==> src/rtl/dm_ctrl_pkg.sv <==
// Shared definitions for the debug-module hart command controller.
//   - run-control state encodings (plain localparams for legacy tools)
//   - abstractcs.cmderror codes
//   - hart_onehot(): one-hot decode of a hart index, zero for non-existent harts
package dm_ctrl_pkg;

   // Widest hart vector the controller supports.
   localparam int unsigned MaxHarts = 32;

   localparam logic [1:0] StIdle   = 2'd0;
   localparam logic [1:0] StGo     = 2'd1;
   localparam logic [1:0] StResume = 2'd2;
   localparam logic [1:0] StExec   = 2'd3;

   typedef enum logic [2:0] {
      CmdErrNone         = 3'd0,
      CmdErrBusy         = 3'd1,
      CmdErrNotSupported = 3'd2,
      CmdErrException    = 3'd3,
      CmdErrHaltResume   = 3'd4,
      CmdErrBus          = 3'd5,
      CmdErrReserved     = 3'd6,
      CmdErrOther        = 3'd7
   } cmderror_e;

   // One-hot at 'index'; all zeros when index >= nr_harts.
   function automatic logic [MaxHarts-1:0] hart_onehot(input int unsigned index,
                                                       input int unsigned nr_harts);
      logic [MaxHarts-1:0] oh;
      oh = '0;
      for (int unsigned i = 0; i < MaxHarts; i++) begin
         oh[i] = (i == index) && (i < nr_harts);
      end
      return oh;
   endfunction

endpackage

==> src/rtl/dm_cmd_watchdog.sv <==
// Watchdog counter for in-flight abstract commands.
//   clk_i, rst_ni : clock, async active-low reset
//   clr_i         : synchronous clear (highest priority), also masks expiry
//   en_i          : count this cycle; the counter returns to zero while disabled
//   expired_o     : high in the LIMIT-th consecutive enabled cycle
module dm_cmd_watchdog #(
   parameter int unsigned LIMIT = 4096
) (
   input  logic clk_i,
   input  logic rst_ni,
   input  logic clr_i,
   input  logic en_i,
   output logic expired_o
);

   localparam int unsigned CntW = (LIMIT > 1) ? $clog2(LIMIT) : 1;
   localparam logic [CntW-1:0] CntMax = CntW'(LIMIT - 1);

   logic [CntW-1:0] cnt_q, cnt_d;

   // Zero whenever disabled, so every entry into an enabled run starts from 0.
   // Saturates at CntMax: a run that survives the limit via a legal hand-over
   // expires on its next cycle rather than wrapping.
   always_comb begin
      cnt_d = cnt_q;
      if (clr_i || !en_i) begin
         cnt_d = '0;
      end else if (cnt_q != CntMax) begin
         cnt_d = cnt_q + CntW'(1);
      end
   end

   assign expired_o = en_i && !clr_i && (cnt_q == CntMax);

   always_ff @(posedge clk_i or negedge rst_ni) begin
      if (!rst_ni) begin
         cnt_q <= '0;
      end else begin
         cnt_q <= cnt_d;
      end
   end

endmodule

==> src/rtl/dm_hart_cmd_ctrl.sv <==
// Abstract-command / run-control FSM for a multi-hart debug module.
// Latches a target hart, drives one-hot go/resume flags toward debug memory,
// keeps a sticky cmderror with W1C, and aborts hung commands via a watchdog.
//   hartsel_i, cmd_valid_i, unsupported_command_i, cmderror_clr_i : from DMI/CSR block
//   resumereq_i, haltreq_i, ndmreset_i                          : dmcontrol levels
//   going_i, exception_i, halted_i, halted_q_i, resuming_q_i    : from debug memory
//   go_o, resume_o, sel_hart_o                                  : toward debug memory
//   cmderror_o, cmdbusy_o, timeout_o                            : status to abstractcs
module dm_hart_cmd_ctrl
   import dm_ctrl_pkg::*;
#(
   parameter int unsigned NR_HARTS       = 4,
   parameter int unsigned HARTSEL_W      = 5,
   parameter int unsigned TIMEOUT_CYCLES = 4096
) (
   input  logic                 clk_i,
   input  logic                 rst_ni,
   input  logic [HARTSEL_W-1:0] hartsel_i,
   input  logic                 cmd_valid_i,
   input  logic                 unsupported_command_i,
   input  logic                 cmderror_clr_i,
   output logic [2:0]           cmderror_o,
   output logic                 cmdbusy_o,
   output logic [NR_HARTS-1:0]  go_o,
   output logic [NR_HARTS-1:0]  resume_o,
   output logic [HARTSEL_W-1:0] sel_hart_o,
   output logic                 timeout_o,
   input  logic                 going_i,
   input  logic                 exception_i,
   input  logic [NR_HARTS-1:0]  halted_i,
   input  logic [NR_HARTS-1:0]  halted_q_i,
   input  logic [NR_HARTS-1:0]  resuming_q_i,
   input  logic                 resumereq_i,
   input  logic                 haltreq_i,
   input  logic                 ndmreset_i
);

   logic [1:0]           state_q, state_d;
   logic [HARTSEL_W-1:0] sel_q, sel_d;
   logic [2:0]           cmderror_q, cmderror_d;

   logic [NR_HARTS-1:0] hsel_oh, sel_oh;
   logic                hsel_halted, hsel_resuming;
   logic                sel_halted_pulse, sel_resuming;
   logic                wd_en, wd_expired;
   logic                timeout_hit;
   logic                err_busy, err_unsup, err_halt, err_exc;
   logic [2:0]          new_code;

   // Non-existent harts decode to all zeros, which makes them read as not halted.
   assign hsel_oh = NR_HARTS'(hart_onehot(32'(hartsel_i), NR_HARTS));
   assign sel_oh  = NR_HARTS'(hart_onehot(32'(sel_q), NR_HARTS));

   assign hsel_halted      = |(halted_q_i & hsel_oh);
   assign hsel_resuming    = |(resuming_q_i & hsel_oh);
   assign sel_halted_pulse = |(halted_i & sel_oh);
   assign sel_resuming     = |(resuming_q_i & sel_oh);

   // The counter zeroes itself outside GO/EXEC, so every GO entry starts at 0.
   assign wd_en = (state_q == StGo) || (state_q == StExec);

   if (TIMEOUT_CYCLES == 0) begin : g_no_wd
      assign wd_expired = 1'b0;
   end else begin : g_wd
      dm_cmd_watchdog #(
         .LIMIT(TIMEOUT_CYCLES)
      ) u_wd (
         .clk_i    (clk_i),
         .rst_ni   (rst_ni),
         .clr_i    (ndmreset_i),
         .en_i     (wd_en),
         .expired_o(wd_expired)
      );
   end

   always_comb begin
      state_d     = state_q;
      sel_d       = sel_q;
      timeout_hit = 1'b0;
      err_busy    = 1'b0;
      err_unsup   = 1'b0;
      err_halt    = 1'b0;
      err_exc     = 1'b0;

      case (state_q)
         StIdle: begin
            if (cmd_valid_i) begin
               if (unsupported_command_i) begin
                  err_unsup = 1'b1;
               end else if (!hsel_halted) begin
                  err_halt = 1'b1;
               end else begin
                  sel_d   = hartsel_i;
                  state_d = StGo;
               end
            end else if (resumereq_i && !haltreq_i && hsel_halted && !hsel_resuming) begin
               sel_d   = hartsel_i;
               state_d = StResume;
            end
         end
         StGo: begin
            err_busy = cmd_valid_i;
            if (going_i) begin
               state_d = StExec;
            end else if (wd_expired) begin
               state_d     = StIdle;
               timeout_hit = 1'b1;
            end
         end
         StExec: begin
            err_busy = cmd_valid_i;
            err_exc  = exception_i;
            if (sel_halted_pulse) begin
               state_d = StIdle;
            end else if (wd_expired) begin
               state_d     = StIdle;
               timeout_hit = 1'b1;
            end
         end
         StResume: begin
            err_busy = cmd_valid_i;
            if (sel_resuming) begin
               state_d = StIdle;
            end
         end
         default: state_d = StIdle;
      endcase

      // wd_expired is already masked by ndmreset_i, so no timeout fires here.
      if (ndmreset_i) begin
         state_d = StIdle;
         sel_d   = sel_q;
      end
   end

   always_comb begin
      if (err_exc) begin
         new_code = CmdErrException;
      end else if (timeout_hit) begin
         new_code = CmdErrOther;
      end else if (err_unsup) begin
         new_code = CmdErrNotSupported;
      end else if (err_halt) begin
         new_code = CmdErrHaltResume;
      end else if (err_busy) begin
         new_code = CmdErrBusy;
      end else begin
         new_code = CmdErrNone;
      end

      cmderror_d = cmderror_q;
      if (cmderror_clr_i) begin
         cmderror_d = CmdErrNone;
      end
      // A clear in the same cycle frees the register for the new code.
      if ((new_code != CmdErrNone) && ((cmderror_q == CmdErrNone) || cmderror_clr_i)) begin
         cmderror_d = new_code;
      end
   end

   always_ff @(posedge clk_i or negedge rst_ni) begin
      if (!rst_ni) begin
         state_q    <= StIdle;
         sel_q      <= '0;
         cmderror_q <= CmdErrNone;
      end else begin
         state_q    <= state_d;
         sel_q      <= sel_d;
         cmderror_q <= cmderror_d;
      end
   end

   assign cmderror_o = cmderror_q;
   assign cmdbusy_o  = (state_q != StIdle);
   assign go_o       = (state_q == StGo) ? sel_oh : '0;
   assign resume_o   = (state_q == StResume) ? sel_oh : '0;
   assign sel_hart_o = sel_q;
   assign timeout_o  = timeout_hit;

endmodule

==> config.mk <==
export PLATFORM = sky130hd
export DESIGN_NAME = dm_hart_cmd_ctrl
export DESIGN_NICKNAME = d
export VERILOG_FILES = /design/src/rtl/dm_ctrl_pkg.sv /design/src/rtl/dm_cmd_watchdog.sv /design/src/rtl/dm_hart_cmd_ctrl.sv
export SDC_FILE = /design/constraint.sdc
export NUM_CORES = 1
export LEC_CHECK = 0
export CAP_MARGIN = 20
export CORE_MARGIN = 3
export CORE_UTILIZATION = 31
export DETAILED_ROUTE_END_ITERATION = 16
export GPL_TIMING_DRIVEN = 0
export PLACE_DENSITY = 0.61
export SLEW_MARGIN = 5
export SYNTH_ARGS = -nofsm -noshare
export SYNTH_HDL_FRONTEND = slang
export SYNTH_SLANG_ARGS = --single-unit
==> constraint.sdc <==
create_clock -name clk_i -period 1.8 [get_ports clk_i]
set_input_delay 0.45 -clock clk_i [delete_from_list [all_inputs] [get_ports clk_i]]
set_output_delay 0.45 -clock clk_i [all_outputs]
set_load 0.01 [all_outputs]
==> impl_metrics.csv <==
group,metric,value,unit
worst_setup_path,crit_chain,"ha_4, nand4_4, or4_4, nor2_4, buf_6",
cts,cts.reportedPaths.clkPinSlew,0.07,ns
placed_design,dpl_cell_area,0.00193,sq mm
power_and_ir_drop,ir_worst_vdd,0.239,mV
synthesis,seq_area_frac_synth,39.5,%
route,route.detailed.vias_per_inst,5.45,
run_status,violations,"setup timing",
route,drt-total-wl,4130,microns
synthesis,syn_area_per_cell,9.60,sq um
synthesis,yosys.area.top_type,"dfrtp_1",
run_status,outcome,"complete, but fails checks",
synthesis,synth.yosys.warnings,0,
worst_setup_path,critical_path_class,"reg -> out",
worst_setup_path,crit_required,1.35,ns
worst_setup_path,crit_path_max_incr_delay,0.55,ns
global_routing,grt_max_degree,23,
synthesis,synth_seq_cells,22,
finish,final_area,0.00223,sq mm
placed_design,gp_congestion,0.809,
sta,fin_crit_sh,122,%
sta,relSlewSlack,67.6,%
worst_setup_path,cp_slowest_cell,"or4_4",
cts,cts.sinks,22,
route,firstDrtPassIters,4,
sta,clock.fmax,457,MHz
floorplanning,coreArea,0.00417,sq mm
sta,setup_viol,12,
worst_setup_path,path_delay_family,"simple AND/OR/NAND/NOR gates",
cts,htreeDepth,1,
synthesis,synth_cell_types,47,
synthesis,ys.flop_type,"dfrtp_1",
sta,final.min_clock_period,2.19,ns
synthesis,netlist.area_leader.share,39.5,%
worst_setup_path,cp-end-kind,"output port",
worst_setup_path,critPathBufInv,1,
worst_setup_path,crit_fanout,4,
cts,cts_tree,"built",
floorplanning,die_h,73.0,microns
global_routing,grt_usage,15.0,%
sta,worst_slew_pin_slew,0.483,ns
cts,clk_path_buf_depth,2,
worst_hold_path,hp-class,"in -> async",
finish,layout.nets,244,
route,route.vias.total,1439,
sta,whs,0.402,ns
floorplanning,io_pins,45,
global_routing,grt_pass1_vias,1384,
placed_design,placed_cells_incl_taps,239,
global_routing,grt_overflow,0,
global_routing,antenna_found_initial,0,
synthesis,syn_inst,145,
route,ant_nets,0,
cts,root_buffer,"clkbuf_8",
finish,drive_gt1_share,40.2,%
placed_design,numPortBuffers,44,
floorplanning,initial_core_util,33.4,%
finish,final_cells,264,
finish,layout-area-overhead-vs-synth,60.5,%
sta,finalMaxSlewViolations,0,
sta,rsz0062_at_grt,"yes",
floorplanning,rows,23,
worst_setup_path,worstPathArrival,1.74,ns
synthesis,synth_edf_count,0,
floorplanning,die_x,73.0,microns
cts,postCtsHoldBufs,0,
route,drt_iter0_markers,87,
run,maxCapViolations,0,
cts,cts_buffers,3,
floorplanning,die-area,0.00533,sq mm
sta,hold_viol,0,
worst_setup_path,crit_path_start_kind,"register",
sta,skew,0.00410,ns
power_and_ir_drop,p_leak,0.983,nW
synthesis,syn_area,0.00139,sq mm
finish,antenna_cells,0,
synthesis,synth_area_leaders,"dfrtp_1 40%, nor2_1 4.9%, nor3_1 3.2%, mux4_2 3.2%, a21oi_1 2.5%",
sta,layout_setup_ws,-0.390,ns
synthesis,synth_common_cells,"22 x dfrtp_1, 18 x nor2_1, 9 x nand2_1, 9 x nor3_1, 8 x inv_1",
route,route.detailed.drc,0,
synthesis,yosysMostFrequentCell,"dfrtp_1",
placed_design,dp_hpwl,2900,microns
synthesis,async_flop_share,100,%
synthesis,syn_nets,173,
route,wl_per_cell,15.6,microns
power_and_ir_drop,power_density,589,mW/mm^2
global_routing,grt_pass1_wl,6400,microns
cts,clk_latency,0.26,ns
timing repair:
| item | CTS | global route |
|---|---|---|
| pin swaps | 10 | 15 |
| gates resized for setup | 76 | 30 |
| setup endpoints to repair | 20 | 23 |
| setup buffers | 12 | 12 |
where the power goes:
part	switching, W	leakage [nW]	total [W]	internal, W
Combinational	0.000214	0.669	0.000460	0.000245
Clock	0.000148	0.0216	0.000298	0.000149
Sequential	0.0000319	0.293	0.000558	0.000526
Total	0.000395	0.983	0.00132	0.000921
kinds of logic (layout without fill, tap and decap cells):
logic type / count (synthesis) / after routing / synth area share (%)
buffers and inverters: 13 / 82 / 3.68
AO/OA/AOI/OAI: 31 / 31 / 17.5
multiplexers: 8 / 8 / 8.98
AND/OR/NAND/NOR: 66 / 66 / 26.9
adder cells (fa/ha/maj): 1 / 1 / 0.898
flip-flops: 22 / 22 / 39.5
XOR/XNOR: 4 / 4 / 2.52
worst paths after layout:
check / from / end / slack, ns / cells after the start
setup / recovery: g_wd.u_wd.cnt_q[0]$_DFFE_PN0N_ / timeout_o / -0.39 / 5
min in group clk_i: hartsel_i[0] / sel_hart_o[0]$_DFFE_PN0P_ / 0.43 / 2
setup reg to reg: sel_hart_o[0]$_DFFE_PN0P_ / cmderror_o[2]$_DFFE_PN0P_ / -0.17 / 6
max in group asynchronous: rst_ni / state_q[1]$_DFFE_PN0P_ / 0.99 / 2
hold reg to reg: g_wd.u_wd.cnt_q[8]$_DFFE_PN0N_ / g_wd.u_wd.cnt_q[8]$_DFFE_PN0N_ / 0.54 / 1
hold / removal: rst_ni / cmderror_o[2]$_DFFE_PN0P_ / 0.40 / 1
stage by stage:
step	setup WS, ns	utilization [%]	TNS, ns	power (W)
2_1_floorplan	-0.0551	-	-0.0855	0.000766
3_3_place_gp	-1.06	46.3	-10.70	0.000952
3_5_place_dp	-1.04	46.3	-11.15	0.000960
4_1_cts	-0.376	49.7	-1.47	0.00130
5_1_grt	-0.441	53.6	-2.84	0.00139
6_report	-0.390	53.6	-1.71	0.00132
state kept, by name, indices dropped and copies added (netlist names):
signal,cells
state_q,2
cmderror_o,3
sel_hart_o,5
g_wd.u_wd.cnt_q,12
layer usage:
layer	GRT usage (%)	up-vias	routed length [microns]
li1	-	680	-
met1	18.1	701	1660
met2	26.8	52	2030
met3	3.72	6	388
met4	3.07	0	48
met5	0	-	0
area by class of cell:
type                    instances  area [sq um]
fillers                       367          1940
multi-input cells             110           940
repair buffers                 68           581
flip-flops and latches         22           558
well taps                      50          62.6
clock buffers                   3          41.3
inverters                       8          30.0
plain buffers                   3          22.5
cells in the final DEF (no fill, tap or decap), types with 5 or more instances in the layout:
| master | netlist | routed |
|---|---|---|
| buf_2 | 2 | 8 |
| buf_6 | 0 | 6 |
| nor2_1 | 18 | 14 |
| dfrtp_2 | 0 | 6 |
| dlygate4sd2_1 | 0 | 9 |
| dfrtp_1 | 22 | 16 |
| clkdlybuf4s50_1 | 0 | 17 |
| buf_4 | 0 | 19 |
| nand2_1 | 9 | 8 |
| inv_1 | 8 | 8 |
| a21oi_1 | 7 | 6 |
| clkbuf_2 | 0 | 5 |
| nor3_2 | 0 | 5 |
No activity file was read; power rests on OpenSTA's default activity.
